===== src/rtl/ifq_arb_pkg.sv =====
// Shared helpers for the IFQ round-robin arbiters: index width and wrapped pointer increment.
// Used by rr_arbiter and rr_arb_mux (optional lock feature: RR_ARB_MUX_LOCK_EN).
package ifq_arb_pkg;

    function automatic int sel_width(input int n);
        return (n < 32'sd2) ? 32'sd1 : $clog2(n);
    endfunction

    // Explicit wrap keeps non-power-of-2 channel counts in range.
    function automatic int rr_next(input int ptr, input int n);
        return (ptr == n - 32'sd1) ? 32'sd0 : ptr + 32'sd1;
    endfunction

endpackage


===== src/rtl/rr_arbiter.sv =====
// Combinational round-robin pick: first valid index scanning cyclically from i_ptr.
// Reusable for any IFQ port; parametrised by channel count only.
module rr_arbiter
    import ifq_arb_pkg::*;
#(
    parameter  int N    = 4,
    localparam int SELW = sel_width(N)
) (
    input  logic [N-1:0]    i_valid,
    input  logic [SELW-1:0] i_ptr,
    output logic [SELW-1:0] o_grant,
    output logic            o_gnt_any
);

    localparam logic [SELW:0] L_N = (SELW + 1)'(N);

    logic [2*N-1:0] w_dbl;
    logic [SELW-1:0] w_off;
    logic [SELW:0]   w_sum;

    // Rotate valids so the pointer sits at bit 0, take the lowest set offset, rotate back.
    always_comb begin
        w_dbl = {i_valid, i_valid} >> i_ptr;
        w_off = '0;
        for (int k = N - 1; k >= 0; k--) begin
            w_off = w_dbl[k] ? SELW'(k) : w_off;
        end
        w_sum     = {1'b0, i_ptr} + {1'b0, w_off};
        o_grant   = (w_sum >= L_N) ? SELW'(w_sum - L_N) : w_sum[SELW-1:0];
        o_gnt_any = |i_valid;
    end

endmodule


===== src/rtl/rr_arb_mux.sv =====
// N-channel valid/ready mux with round-robin arbitration and a one-entry output register.
// Define RR_ARB_MUX_LOCK_EN to add X_LAST and hold the grant on a channel until its last beat.
module rr_arb_mux
    import ifq_arb_pkg::*;
#(
    parameter  int WIDTH = 32,
    parameter  int N     = 4,
    localparam int SELW  = sel_width(N)
) (
    input  logic             clk,
    input  logic             rst_n,
    input  logic [WIDTH-1:0] X [N-1:0],
    input  logic [N-1:0]     X_VALID,
`ifdef RR_ARB_MUX_LOCK_EN
    input  logic [N-1:0]     X_LAST,
`endif
    output logic [N-1:0]     X_READY,
    output logic [WIDTH-1:0] Y,
    output logic             Y_VALID,
    input  logic             Y_READY,
    output logic [SELW-1:0]  Y_SEL
);

    logic [SELW-1:0]  r_ptr;
    logic [WIDTH-1:0] r_y;
    logic             r_y_valid;
    logic [SELW-1:0]  r_y_sel;

    logic [SELW-1:0]  w_arb_grant;
    logic             w_arb_any;
    logic [SELW-1:0]  w_grant;
    logic             w_gnt_any;
    logic             w_last;
    logic             w_accept;
    logic [SELW-1:0]  w_ptr_next;

`ifdef RR_ARB_MUX_LOCK_EN
    logic             r_lock;
    logic [SELW-1:0]  r_lock_ch;
`endif

    rr_arbiter #(.N(N)) u_arb (
        .i_valid   (X_VALID),
        .i_ptr     (r_ptr),
        .o_grant   (w_arb_grant),
        .o_gnt_any (w_arb_any)
    );

    // Final grant: a locked channel overrides the round-robin pick.
    always_comb begin
`ifdef RR_ARB_MUX_LOCK_EN
        w_grant   = r_lock ? r_lock_ch : w_arb_grant;
        w_gnt_any = r_lock ? X_VALID[r_lock_ch] : w_arb_any;
        w_last    = X_LAST[w_grant];
`else
        w_grant   = w_arb_grant;
        w_gnt_any = w_arb_any;
        w_last    = 1'b1;
`endif
        w_accept   = !r_y_valid || Y_READY;
        w_ptr_next = SELW'(rr_next(int'(w_grant), N));
    end

    // Ready is one-hot on the grant when the slot can take a word, and held low in reset.
    always_comb begin
        X_READY = '0;
        if (rst_n && w_accept && w_gnt_any) begin
            X_READY[w_grant] = 1'b1;
        end else begin
            X_READY = '0;
        end
    end

    // Output register and priority pointer; drain and refill may happen in the same cycle.
    always_ff @(posedge clk or negedge rst_n) begin
        if (!rst_n) begin
            r_y       <= '0;
            r_y_valid <= 1'b0;
            r_y_sel   <= '0;
            r_ptr     <= '0;
        end else if (w_accept) begin
            if (w_gnt_any) begin
                r_y       <= X[w_grant];
                r_y_sel   <= w_grant;
                r_y_valid <= 1'b1;
                if (w_last) begin
                    r_ptr <= w_ptr_next;
                end
            end else begin
                r_y_valid <= 1'b0;
            end
        end
    end

`ifdef RR_ARB_MUX_LOCK_EN
    // Lock tracks the channel of a multi-beat transfer until its last beat.
    always_ff @(posedge clk or negedge rst_n) begin
        if (!rst_n) begin
            r_lock    <= 1'b0;
            r_lock_ch <= '0;
        end else if (w_accept && w_gnt_any) begin
            r_lock    <= !w_last;
            r_lock_ch <= w_grant;
        end
    end
`endif

    assign Y       = r_y;
    assign Y_VALID = r_y_valid;
    assign Y_SEL   = r_y_sel;

endmodule


===== config.mk =====
export PLATFORM = sky130hd
export DESIGN_NAME = rr_arb_mux
export DESIGN_NICKNAME = d
export VERILOG_FILES = /design/src/rtl/ifq_arb_pkg.sv /design/src/rtl/rr_arbiter.sv /design/src/rtl/rr_arb_mux.sv
export SDC_FILE = /design/constraint.sdc
export NUM_CORES = 1
export LEC_CHECK = 0
export BUFFER_PORTS_ARGS = -buffer_cell sky130_fd_sc_hd__buf_2
export CAP_MARGIN = 25
export CORE_UTILIZATION = 40
export CTS_CLUSTER_DIAMETER = 30
export DETAILED_ROUTE_END_ITERATION = 12
export PLACE_DENSITY = 0.8
export SLEW_MARGIN = 30
export SYNTH_ARGS = -nofsm -noshare
export SYNTH_HDL_FRONTEND = slang
export SYNTH_SLANG_ARGS = --single-unit

===== constraint.sdc =====
create_clock -name clk -period 2.8 [get_ports clk]
set_clock_uncertainty 0.05 [all_clocks]
set_input_delay 0 -clock clk [delete_from_list [all_inputs] [get_ports clk]]
set_output_delay 0 -clock clk [all_outputs]
set_load 0.02 [all_outputs]

## Yosys cells after proc, flatten, opt, wreduce, memory -nomap -nowiden

Index checks and enable logic that the tools add are counted.

- Register bits: 37
- Output and inout bits: 39
- Logic and storage cells: 31

- Add/subtract/negate cells: 3
- $lt $le $gt $ge: 3
- Equal/unequal tests: 1
- Shift-type cells: 1
- Mux-type cells: 12
- Reductions and logical operators: 7

Operator list:

| operator | count |
|---|---|
| binary-select mux 32 bit (select 2 bit) | 1 |
| two-way mux 32 bit | 1 |
| two-way mux 2 bit | 6 |
| >> shifter 8 x 2 -> 4 bit | 1 |
| two-way mux 4 bit | 1 |
| OR reduction 4 bit | 1 |
| adder 2 x 2 -> 3 bit | 1 |
| greater-or-equal comparator 3 bit (second input constant) | 1 |
| logical AND 1 bit | 3 |
| less-than comparator 2 x 3 -> 1 bit (second input constant) | 1 |
| adder 2 x 1 -> 2 bit (second input constant) | 1 |
| demux 1 bit (select 2 bit) | 1 |
| equality test 2 x 1 -> 1 bit (second input constant) | 1 |
| greater-or-equal comparator 2 x 1 -> 1 bit (second input constant) | 1 |
| two-way mux 1 bit | 2 |
| AND reduction 2 bit | 1 |
| subtractor 2 x 1 -> 2 bit (second input constant) | 1 |
| logical NOT 1 bit | 1 |
| logical OR 1 bit | 1 |

## Depth between registers and ports, before layout

- Word-level depth: 13
- Gate-level depth with buffers: 16

## Hierarchy

A second synthesis with hierarchy kept.

- Cells, all modules: 159
- Area total of the unflattened synthesis: 2570.0 µm²

Modules (own cells, without submodules):

| module | instances | cells each | area each (µm²) | seq. area each (µm²) |
|---|---|---|---|---|
| rr_arb_mux | 1 | 132 | 2391.0 | 925.9 |
| rr_arbiter | 1 | 27 | 178.9 | 0.0 |

## Worst setup path before layout

No wires, ideal clock.

- Kind: reg-to-reg
- Start: reg r_ptr[1]
- End: reg r_y[11] (netlist: Y[11])
- Setup time: 0.145 ns
- Data arrival time: 2.448 ns
- Required time: 2.605 ns
- Slack: 0.157 ns
- Cell stages (with the launch flop): 14
- Buffers on the path: 3
- Period minus slack after synthesis: 2.643 ns
- Cells stage by stage: dfrtp_1 -> buf_4 -> nand2_1 -> a21oi_1 -> nor2_1 -> a211oi_1 -> a21oi_1 -> ha_1 -> buf_2 -> buf_1 -> mux2i_1 -> nor2_1 -> o21ai_0 -> o311ai_2

- Cells in the longest elaborated chain, start to end: 10
- Elaborated cells on any way between the ends: 11

RTL lines:

| element | RTL line | source |
|---|---|---|
| start: declaration | rr_arb_mux.sv:24 | `logic [SELW-1:0] r_ptr;` |
| start signal: assignment | rr_arb_mux.sv:87 | `r_ptr <= w_ptr_next;` |
| >> shifter 8 x 2 -> 4 bit | rr_arbiter.sv:23 | `w_dbl = {i_valid, i_valid} >> i_ptr;` |
| two-way mux 2 bit (4 in a row) | rr_arbiter.sv:26 | `w_off = w_dbl[k] ? SELW'(k) : w_off;` |
| adder 2 x 2 -> 3 bit (*) | rr_arbiter.sv:28 | `w_sum = {1'b0, i_ptr} + {1'b0, w_off};` |
| greater-or-equal comparator 3 bit or subtractor 2 x 1 -> 2 bit (tied branches) | rr_arbiter.sv:29 | `o_grant = (w_sum >= L_N) ? SELW'(w_sum - L_N) : w_sum[SELW-1:0];` |
| two-way mux 2 bit (*) | rr_arbiter.sv:29 |  |
| binary-select mux 32 bit (select 2 bit) (*) | rr_arb_mux.sv:83 | `r_y <= X[w_grant];` |
| two-way mux 32 bit (not written as such) (*) | rr_arb_mux.sv:83 |  |
| end signal: assignment | rr_arb_mux.sv:83 |  |
| end: declaration | rr_arb_mux.sv:25 | `logic [WIDTH-1:0] r_y;` |

Every way passes the cells marked *; elsewhere a longest branch is shown, timed or not. The select of a mux whose other input is x is not followed.
A chain may end at the register's enable or synchronous reset.

## Worst setup path after layout

- Start: reg r_ptr[1]
- End: out X_READY[2]

- Cells in the longest elaborated chain, start to end: 13
- Elaborated cells on any way between the ends: 15

RTL lines:

| element | RTL line | source |
|---|---|---|
| >> shifter 8 x 2 -> 4 bit | rr_arbiter.sv:23 |  |
| two-way mux 2 bit (4 in a row) | rr_arbiter.sv:26 |  |
| adder 2 x 2 -> 3 bit (*) | rr_arbiter.sv:28 |  |
| greater-or-equal comparator 3 bit or subtractor 2 x 1 -> 2 bit (tied branches) | rr_arbiter.sv:29 |  |
| two-way mux 2 bit (*) | rr_arbiter.sv:29 |  |
| less-than comparator 2 x 3 -> 1 bit (not written as such) or greater-or-equal comparator 2 x 1 -> 1 bit (tied branches) | rr_arb_mux.sv:68 | `X_READY[w_grant] = 1'b1;` |
| logical AND 1 bit (not written as such) | rr_arb_mux.sv:68 |  |
| two-way mux 1 bit (not written as such) | rr_arb_mux.sv:68 |  |
| demux 1 bit (select 2 bit) (*) | rr_arb_mux.sv:68 |  |
| two-way mux 4 bit (*) | rr_arb_mux.sv:67 | `if (rst_n && w_accept && w_gnt_any) begin` |
| end: declaration | rr_arb_mux.sv:17 | `output logic [N-1:0] X_READY,` |

Every way passes the cells marked *; elsewhere a longest branch is shown, timed or not.

==> metrics.txt <==
outcome finished clean; leading area contributor after synthesis dfrtp_1; ratio of cells with drive above 1 in the final layout 0.489; diode count 0; Worst Hold Class primary input to flip-flop; Die X 87.8 um; switch share 0.475; die height 87.8 um; Worst Path Required 2.75 ns; yosys warns 0; H-tree levels 2; area grow syn2layout 37.7%; Rel. slew slack 0.649; Register Area 926 sq um; sequential share of the synthesized area 0.314; Slew Limit Fails 0; Avg Cell Area, Syn 9.44 sq um; routed len/inst 13.6 um; setup tns final 0 ns; core region area 0.00694 sq mm; final WL 7790 um; Final min period 2.68 ns; top area cells in the synthesized netlist dfrtp_1 (31%), mux2i_1 (22%), o311ai_2 (15%), o21ai_0 (5.8%), nand2_1 (5.7%); IO Count 174; Mapped Cells 312; HP Start X[86]; Final #Nets 613; CP max FO 15; DP Wirelength 5930 um; Pint 2510 uW; busiest layer in global routing met2; Max Fclk 373 MHz; TritonCTS clock tree done; P_leak 0.00204 uW; ys flop type dfrtp_1; largest net degree at the start of global routing 55; Hold Vio Cnt, Final 0; RR Endpoint Y[29]$_DFFE_PN0P_; Clk pwr share 0.086; post-synth cell types 31; combinational share of power 0.715; GP Congestion 0.815; GR Util All Layers 0.207; Worst Reg-to-Reg Cells 11; GRT met1 Usage 0.235; Final Instance Count excl. Fillers 572; final setup margin 0.120 ns; post-synth top area share 0.314; unrepaired setup endpoints after global routing false; initial drt markers 70; DRT Pass-1 Iters 4; Seq cells post-synth 37; grt met3 use 0.0452; # DRC 0; Net Sw Power 2270 uW; Slew @ Worst Pin 0.522 ns; clk slew on worst S/H paths 0.07 ns; maximum root-to-sink buffer count 2; sequential cell fraction of total power 0.199; Crit. End Element primary output; top-count cell post-synth mux2i_1; cell area after layout 0.00406 sq mm; Multi-input gate area 0.00189 sq mm; Filler cells 627; TritonCTS buffer count 5; Commonest cells post-synth mux2i_1 (64), nand2_1 (45), dfrtp_1 (37); Sink Count 37; Post-synth ARST share 1.00; post-synth net total 450; Vias/cell 5.18; CP Class flip-flop to primary output; port bufs 173; Core Rows 30; Starting Density 0.424; worst flop-to-flop path startpoint r_ptr[1]$_DFFE_PN0P_; period utilization 0.957; vias 2964; flop2flop setup slack 0.29 ns; WP data arrival 2.63 ns; placed cells 561; WHS Path Cells 3; Worst Hold Path EP Y[22]$_DFFE_PN0P_; initial antenna violation count 0; first-pass GRT wire length 12500 um; post-route antenna net violation count 0; CP Launch Type flip-flop; root buffer cell clkbuf_8; Post-Syn Area 0.00295 sq mm; pre-CTS worst setup slack 0.273 ns; vias in the first global route 2818; Worst-Skew Late Latency 0.28 ns; met2 usage 0.388; Die ar. 0.00771 sq mm; EDFF count, synth 0; maxcap violations 0; Final setup viols 0; pwr/cell area 1180 mW/mm^2; Post-DP Area 0.00391 sq mm; post-CTS setup buffer count 0; GRT Residual Overflow 0; Peak VDD IR 0.563 mV
worst max-delay path: stages, from the launching register on:
cell	delay, ns
dfrtp_1	0.37
nand2_1	0.06
a21oi_1	0.16
nor2_1	0.07
a211oi_2	0.22
a21oi_2	0.08
ha_4	0.19
xnor2_2	0.13
and4_4	0.15
or2_2	0.30
buf_4	0.22
nor3_1	0.20
buf_2	0.20
timing repair:
item,4_1_cts,5_1_grt
resized for setup,0,3
hold endpoints to repair,38,0
hold buffers,3,0
setup endpoints to repair,0,3
power by group through the flow:
stage          logic, uW  registers [uW]  clock network [uW]
2_1_floorplan       2300            1240                   0
3_3_place_gp        3310             951                   0
3_5_place_dp        3430             957                   0
4_1_cts             3430             951                 425
5_1_grt             3700             984                 448
6_report            3410             950                 410
routing by layer:
layer | share of wire | routed length [um]
met5 | 0 | 0
met4 | 0.011 | 87
met3 | 0.059 | 456
met2 | 0.53 | 4100
met1 | 0.40 | 3150
cell type report:
| cell class | count | area share |
|---|---|---|
| tap | 96 | 0.0296 |
| timing repair buffer | 186 | 0.249 |
| clock inverter | 1 | 0.00123 |
| inverter | 3 | 0.00278 |
| sequential | 37 | 0.228 |
| multi-input combinational | 242 | 0.466 |
| clock buffer | 7 | 0.0238 |
placed cells by master (no fill, tap or decap), drive strengths merged, types with 4 or more instances in the layout:
cell,Yosys,layout
buf,15,183
mux2i,64,64
nand2,45,45
dfrtp,37,37
o21ai,37,37
nor2,35,35
o311ai,32,32
clkbuf,15,7
a21oi,5,5
nor3b,4,4
cells by family (layout without fill, tap and decap cells):
family,count (synthesis),in the layout,share of synthesized area
compound gates,78,78,0.251
xor+xnor,1,1,0.00297
fa+ha+maj,3,3,0.0127
buf+inv,33,197,0.0569
flops,37,37,0.314
simple gates,96,96,0.145
mux,64,64,0.217
worst max-delay path by stage:
stage | start | end | slack, ns | cells after the start
2_1_floorplan | r_ptr[1]$_DFFE_PN0P_ | Y[11]$_DFFE_PN0P_ | 0.16 | 13
3_3_place_gp | r_ptr[1]$_DFFE_PN0P_ | Y[29]$_DFFE_PN0P_ | 0.41 | 11
3_5_place_dp | r_ptr[1]$_DFFE_PN0P_ | Y[29]$_DFFE_PN0P_ | 0.27 | 10
4_1_cts | r_ptr[1]$_DFFE_PN0P_ | X_READY[2] | 0.08 | 11
5_1_grt | r_ptr[1]$_DFFE_PN0P_ | X_READY[2] | 0.02 | 11
6_report | r_ptr[1]$_DFFE_PN0P_ | X_READY[2] | 0.12 | 12
flip-flops by register name, summed over array words and instances (netlist names):
register  cells
r_ptr         2
Y            32
Y_VALID       1
Y_SEL         2
through the flow:
stage | utilization | hold slack [ns] | total power, uW
global placement | 0.563 | 0.0277 | 4260
floorplan | - | -0.346 | 3540
global route | 0.584 | 0.0277 | 5140
CTS | 0.582 | 0.0258 | 4810
finish | 0.584 | 0.0367 | 4770
detailed placement | 0.563 | 0.0413 | 4390
(Power assumes the default switching activity.)
